$ cat src/rtl/icache_fetch.sv
// Instruction-fetch responder: direct-mapped, one word per line, filled from
// backing memory over a req/ack handshake while the PC is stalled.
module icache_fetch #(
  parameter int LINES  = 8,
  parameter int ADDR_W = 32,
  parameter int DATA_W = 32,
  parameter int CNT_W  = 16
) (
  input  logic              clk,
  input  logic              rst,
  input  logic [ADDR_W-1:0] pc_addr,
  input  logic              pc_req,
  input  logic              flush,
  output logic [DATA_W-1:0] instr,
  output logic              instr_valid,
  output logic              stall,
  output logic              mem_req,
  output logic [ADDR_W-1:0] mem_addr,
  input  logic [DATA_W-1:0] mem_rdata,
  input  logic              mem_ack,
  output logic [CNT_W-1:0]  hit_cnt,
  output logic [CNT_W-1:0]  miss_cnt
);

  localparam int IDX_W = $clog2(LINES);
  localparam int TAG_W = ADDR_W - IDX_W;

  typedef enum logic [1:0] {
    IDLE,
    FILL,
    RESP
  } state_t;

  state_t state;

  logic [LINES-1:0]  valid;
  logic [TAG_W-1:0]  tags  [LINES];
  logic [DATA_W-1:0] words [LINES];

  logic [IDX_W-1:0] idx;
  logic [TAG_W-1:0] tag;
  logic [IDX_W-1:0] fill_idx;
  logic [TAG_W-1:0] fill_tag;
  logic             hit;
  logic             fill_done;

  assign idx       = pc_addr[IDX_W-1:0];
  assign tag       = pc_addr[ADDR_W-1:IDX_W];
  assign fill_idx  = mem_addr[IDX_W-1:0];
  assign fill_tag  = mem_addr[ADDR_W-1:IDX_W];
  assign fill_done = (state == FILL) && mem_ack;

  // A flush in the same cycle as a lookup forces a miss.
  assign hit   = pc_req && valid[idx] && (tags[idx] == tag) && !flush;
  assign stall = (state == FILL) || ((state == IDLE) && pc_req && !hit);

  always_ff @(posedge clk) begin
    if (rst) begin
      state       <= IDLE;
      valid       <= '0;
      instr       <= '0;
      instr_valid <= 1'b0;
      mem_req     <= 1'b0;
      mem_addr    <= '0;
      hit_cnt     <= '0;
      miss_cnt    <= '0;
    end else begin
      case (state)
        IDLE: begin
          if (flush) valid <= '0;
          if (pc_req && hit) begin
            instr       <= words[idx];
            instr_valid <= 1'b1;
            if (hit_cnt != '1) hit_cnt <= hit_cnt + CNT_W'(1);
          end else if (pc_req) begin
            instr_valid <= 1'b0;
            mem_addr    <= pc_addr;
            mem_req     <= 1'b1;
            if (miss_cnt != '1) miss_cnt <= miss_cnt + CNT_W'(1);
            state       <= FILL;
          end else begin
            instr_valid <= 1'b0;
          end
        end

        // The in-flight line is marked valid even if a flush lands on the ack edge.
        FILL: begin
          instr_valid <= 1'b0;
          if (mem_ack) begin
            valid       <= (flush ? '0 : valid) | (LINES'(1) << fill_idx);
            instr       <= mem_rdata;
            instr_valid <= 1'b1;
            mem_req     <= 1'b0;
            state       <= RESP;
          end else if (flush) begin
            valid <= '0;
          end
        end

        RESP: begin
          if (flush) valid <= '0;
          instr_valid <= 1'b0;
          state       <= IDLE;
        end

        default: begin
          instr_valid <= 1'b0;
          mem_req     <= 1'b0;
          state       <= IDLE;
        end
      endcase
    end
  end

  // Tag and data storage need no reset; the valid bits guard them.
  always_ff @(posedge clk) begin
    if (!rst && fill_done) begin
      tags[fill_idx]  <= fill_tag;
      words[fill_idx] <= mem_rdata;
    end
  end

endmodule

$ cat config.mk
export PLATFORM = sky130hd
export DESIGN_NAME = icache_fetch
export DESIGN_NICKNAME = d
export VERILOG_FILES = /design/src/rtl/icache_fetch.sv
export SDC_FILE = /design/constraint.sdc
export NUM_CORES = 1
export LEC_CHECK = 0
export ABC_AREA = 1
export CORE_MARGIN = 2
export CORE_UTILIZATION = 30
export DETAILED_ROUTE_END_ITERATION = 6
export PLACE_DENSITY = 0.49
export SYNTH_ARGS = -nofsm -noshare
export SYNTH_HDL_FRONTEND = slang
export SYNTH_SLANG_ARGS = --single-unit
$ cat constraint.sdc
create_clock -name clk -period 8.9 [get_ports clk]
set_clock_uncertainty 0.05 [all_clocks]
set_input_delay 0.89 -clock clk [delete_from_list [all_inputs] [get_ports clk]]
set_output_delay 0.89 -clock clk [all_outputs]
set_load 0.005 [all_outputs]
# Yosys cells after proc, flatten, opt, wreduce, memory -nomap -nowiden
# Memory sizes are Yosys's and may differ from the RTL's.
# Index checks and enable logic that the tools add are counted.
# word_totals
word_cells	69
n_memories	2
ram_bits	488
input_bits	69
ff_bits	108
# mem_list
name	words	width	read_ports	rd_clocked_by_memory_dff	wr	line_no	text
words	8	32	1	0	1	38	logic [DATA_W-1:0] words [LINES];
tags	8	29	1	0	1	37	logic [TAG_W-1:0] tags [LINES];
# op_classes
order_cmp	1
n_shift	1
bitwise	3
eq_ne	9
n_addsub	2
muxes	21
n_reduce_logical	22
# op_table
op	count
two-way mux 32 bit	2
case mux 32 bit (2 select lines)	1
adder 16 x 1 -> 16 bit (second input constant)	2
inequality test 16 bit (second input constant)	2
== test 29 bit	1
two-way mux 8 bit	2
case mux 8 bit (2 select lines)	1
AND reduction 3 bit	4
logical AND 1 bit	8
two-way mux 1 bit	8
bitwise OR 8 bit	1
AND reduction 4 bit	2
left shift 1 x 3 -> 8 bit (first input constant)	1
two-way mux 2 bit	3
inequality test 2 bit (second input constant)	3
< comparator 3 x 4 -> 1 bit (second input constant)	1
case mux 2 bit (2 select lines)	1
nonzero test 2 bit	2
binary-select mux 1 bit (select 3 bit)	1
logical NOT 1 bit	3
case mux 1 bit (3 select lines)	1
== test 2 x 1 -> 1 bit (second input constant)	1
== test 2 bit (second input constant)	1
logical NOT 2 bit	1
other kinds (5)	6

# Depth between registers and ports, before layout
# depth
ltp_word	8
depth_mapped	21
ltp_nobuf	19

# Least setup slack after synthesis
# No wires, ideal clock.
# synth_timing
path_type	input to register
start	input mem_ack
end	memory tags[0][0] in the netlist's numbering (enable)
setup_time_ns	0.480
stages	5
path_slack_ns	4.324
t_arrival_ns	4.045
cell_sequence	nand2_1 clkbuf_1 nor2_1 nand2_1 nor2_1
# synth_via
elab_chain_len	4
# synth_rtl
item	line_no	text
start, declared	20	input logic mem_ack,
logical AND 1 bit	51	assign fill_done = (state == FILL) && mem_ack;
logical AND 1 bit	117	if (!rst && fill_done) begin
two-way mux 1 bit	117	
two-way mux 1 bit (not written as such)	118	tags[fill_idx] <= fill_tag;
end, declared	37	
# No other way between the ends.

# Worst setup path after layout
# layout_timing
start	input pc_addr[1]
end	output stall
# layout_via
elab_chain_len	8
# layout_rtl
item	line_no	text
start, declared	11	input logic [ADDR_W-1:0] pc_addr,
parallel branches: the longest is 3 deep, another holds memory (8 x 29 bit)	n/a	
logical AND 1 bit * (2 in series)	54	assign hit = pc_req && valid[idx] && (tags[idx] == tag) && !flush;
logical NOT 1 bit *	55	assign stall = (state == FILL) || ((state == IDLE) && pc_req && !hit);
logical AND 1 bit *	55	
logical OR 1 bit *	55	
end, declared	16	output logic stall,
# Mark *: on every way between the ends. The select of a mux whose other input is x is not followed.

==> run summary <==
Final setup vio count - 0
Fmax - 175 MHz
Area taken by multi-input logic gates - 7380 sq um
Crit Path Class - in2out
Top-level I/O count - 168
DIE WIDTH - 297 microns
Initial antenna violation count - 5
Leakage - 11.8 nW
Total number of vias - 19,200
Hold WC Path Type - reg2reg
H-Tree Depth - 3
Starting DRT DRC Count - 1,469
Detail Route Antenna Nets - 0
Reg clk slew, reported paths - 0.06 ns
Fill cell count - 8,542
Final Max Slew Viols - 0
Register area - 16,800 sq um
WP data required - 7.96 ns
VDD IR max - 0.134 mV
Number of vias per cell - 4.80
Yosys warns - 0
Starting Density - 0.303
Critical path's slowest cell - clkinv_2
Final nets - 2,884
Setup crit end kind - output port
Longest Clk Path Bufs - 3
Slew margin rel. - 0.207
Critical Path Max Stage Delay - 0.76 ns
CTS Root Cell - clkbuf_16
Hold Vio Cnt, Final - 0
Final wirelength - 78.5 mm
Site Rows - 107
Post-DR wirelength/cell - 19.6 microns
Gate Count Post-Synth - 2,691
Most used cell, CP - nand2_1
Commonest non-fill, non-tap cell in the layout - nand2_1
Worst Tran Pin Value - 1.19 ns
Sink Count - 596
Pwr dens - 207 nW/um^2
Status - finished, final reports clean
Total track usage - 0.175
Wire length of the first global-routing pass - 118 mm
Worst Path Buf+Inv - 4
Clk Latency, worst-skew pair - 0.61 ns
Setup TNS - 0 ns
Die height - 297 microns
CTS tree - done
Core Region - 85,300 sq um
Number of max-cap violations - 0
Most frequent cells in the layout - nand2_1 (687), edfxtp_1 (488), nor2_1 (350)
Gpl congestion - 0.801
Max FO, Critical Path - 75
Fin crit share - 0.644
Inserted Clock Buffers - 68
Post CTS Setup Buffer Count - 0
Post_cts resized - 0
Share of layout cells above drive strength 1 - 0.0537
Vias in the first global route - 18,900
CP cell instances - buf_4, clkinv_2, buf_4, nor2_1, nand2_1, nand3_1, nand2_1, nand2_1, nand2_1, nor2_1, nand3b_1, nor2_1, nand2_2, nand2_2, nand2_1, clkdlybuf4s50_1
Post-synth cell types - 31
Mapped Avg Cell Area - 9.60 sq um
DIE AREA - 88,500 sq um
Final min period - 5.73 ns
Number of port buffers - 167
Startpoint Class - input port
HPWL Detailed - 44.6 mm
RSZ-0062 raised after global routing - false
Crit-path leading delay family - buffers and inverters
Syn nets - 2,762
Synth Register Bits - 596
Synthesis-to-layout area growth - 19.3%
Post-CTS Hold Buffers - 0
Hold WS - 0.429 ns
Arrival time at the worst endpoint - 4.79 ns
Remaining global-route overflow - 0
Mapped cell area - 25,800 sq um
1st-pass router iterations - 6
Sequential cell area fraction in the yosys report - 0.651
Largest net degree at the start of global routing - 179
Drt drc - 0
routing by layer:
metal,global-route usage,part of all wire,vias up
li1,-,-,9214
met1,0.239,0.45,9325
met2,0.286,0.46,568
met3,0.0296,0.057,128
met4,0.0499,0.024,8
met5,0,0.00065,-
worst paths after layout:
path,cells past startpoint,slack [ns],startpoint,end
setup reg to reg,8,5.16,state[0]$_SDFFE_PP0P_,tags[4][9]$_DFFE_PP_
hold reg to reg,2,0.43,valid[7]$_SDFFE_PP0P_,valid[7]$_SDFFE_PP0P_
setup / recovery,16,3.17,pc_addr[1],stall
hold / removal,2,0.43,valid[7]$_SDFFE_PP0P_,valid[7]$_SDFFE_PP0P_
flip-flops by register name (all words and copies together), names as in the netlist:
name,cells
words,256
valid,8
hit_cnt,16
state,2
mem_addr,32
miss_cnt,16
tags,232
instr_valid,1
instr,32
mem_req,1
tightest hold or removal path: cells and delay by family, from the launching register on:
kind | cells | cell delay, ns
compound gates | 1 | 0.06
simple gates | 1 | 0.06
flops | 1 | 0.31
power by group:
| part | switching (mW) | leakage (nW) | internal (mW) |
|---|---|---|---|
| clock | 1.14 | 1.10 | 1.68 |
| sequential | 0.0381 | 5.46 | 3.05 |
| combinational | 0.322 | 5.21 | 0.161 |
| total | 1.50 | 11.8 | 4.88 |
cell families after synthesis:
kind of cell,after synthesis,synth area share
AO/OA/AOI/OAI,314,0.0652
XOR/XNOR,12,0.00407
adder cells (fa/ha/maj),2,0.000968
buffers and inverters,427,0.0663
flip-flops,596,0.651
AND/OR/NAND/NOR,1340,0.213
area by class of cell:
type / count / share of cell area
antenna: 1 / 0.0000812
clock buffer: 90 / 0.0612
clock inverter: 34 / 0.0116
inverter: 286 / 0.0350
multi-input combinational: 1668 / 0.239
sequential: 596 / 0.546
tap: 1144 / 0.0464
timing repair buffer: 193 / 0.0607
synthesized netlist by cell type:
cell        n  area, sq um
inv_1     281         1050
dfxtp_1   108         2160
nand2_1   689         2590
edfxtp_1  488        14700
nor2_1    359         1350
inv_2       4         15.0
buf_1       7         26.3
nand2_2     2         12.5
xnor2_1     5         43.8
nand4_1    38          238
clkinv_1    1         3.75
a21oi_1    53          265
o21ai_0   174          871
xor2_1      7         61.3
nand3_2     1         10.0
a21boi_1    1         7.51
clkbuf_1   88          330
a21boi_0    1         7.51
ha_1        2         25.0
o22ai_1    72          450
buf_4       6         45.0
nor2_2      2         12.5
o21bai_1    1         7.51
nor4_1      2         12.5
nand3b_1   12         90.1
buf_2      34          170
nor3_1      7         35.0
nand3_1   227         1140
nor2_4      1         11.3
a31oi_1    12         75.1
buf_6       6         67.6
metrics by stage:
stage	total power, mW	cell area [sq um]	std cells	util	worst slack [ns]
final	6.38	30800	4012	0.361	3.17
after global placement	3.62	28600	3887	0.335	3.07
after global routing	6.61	30800	4012	0.361	2.88
after floorplan	3.40	25800	2691	-	4.32
after detailed placement	3.63	28600	3887	0.335	2.90
after CTS	6.45	30800	4011	0.361	3.13
Power figures use the tool's default switching activity.
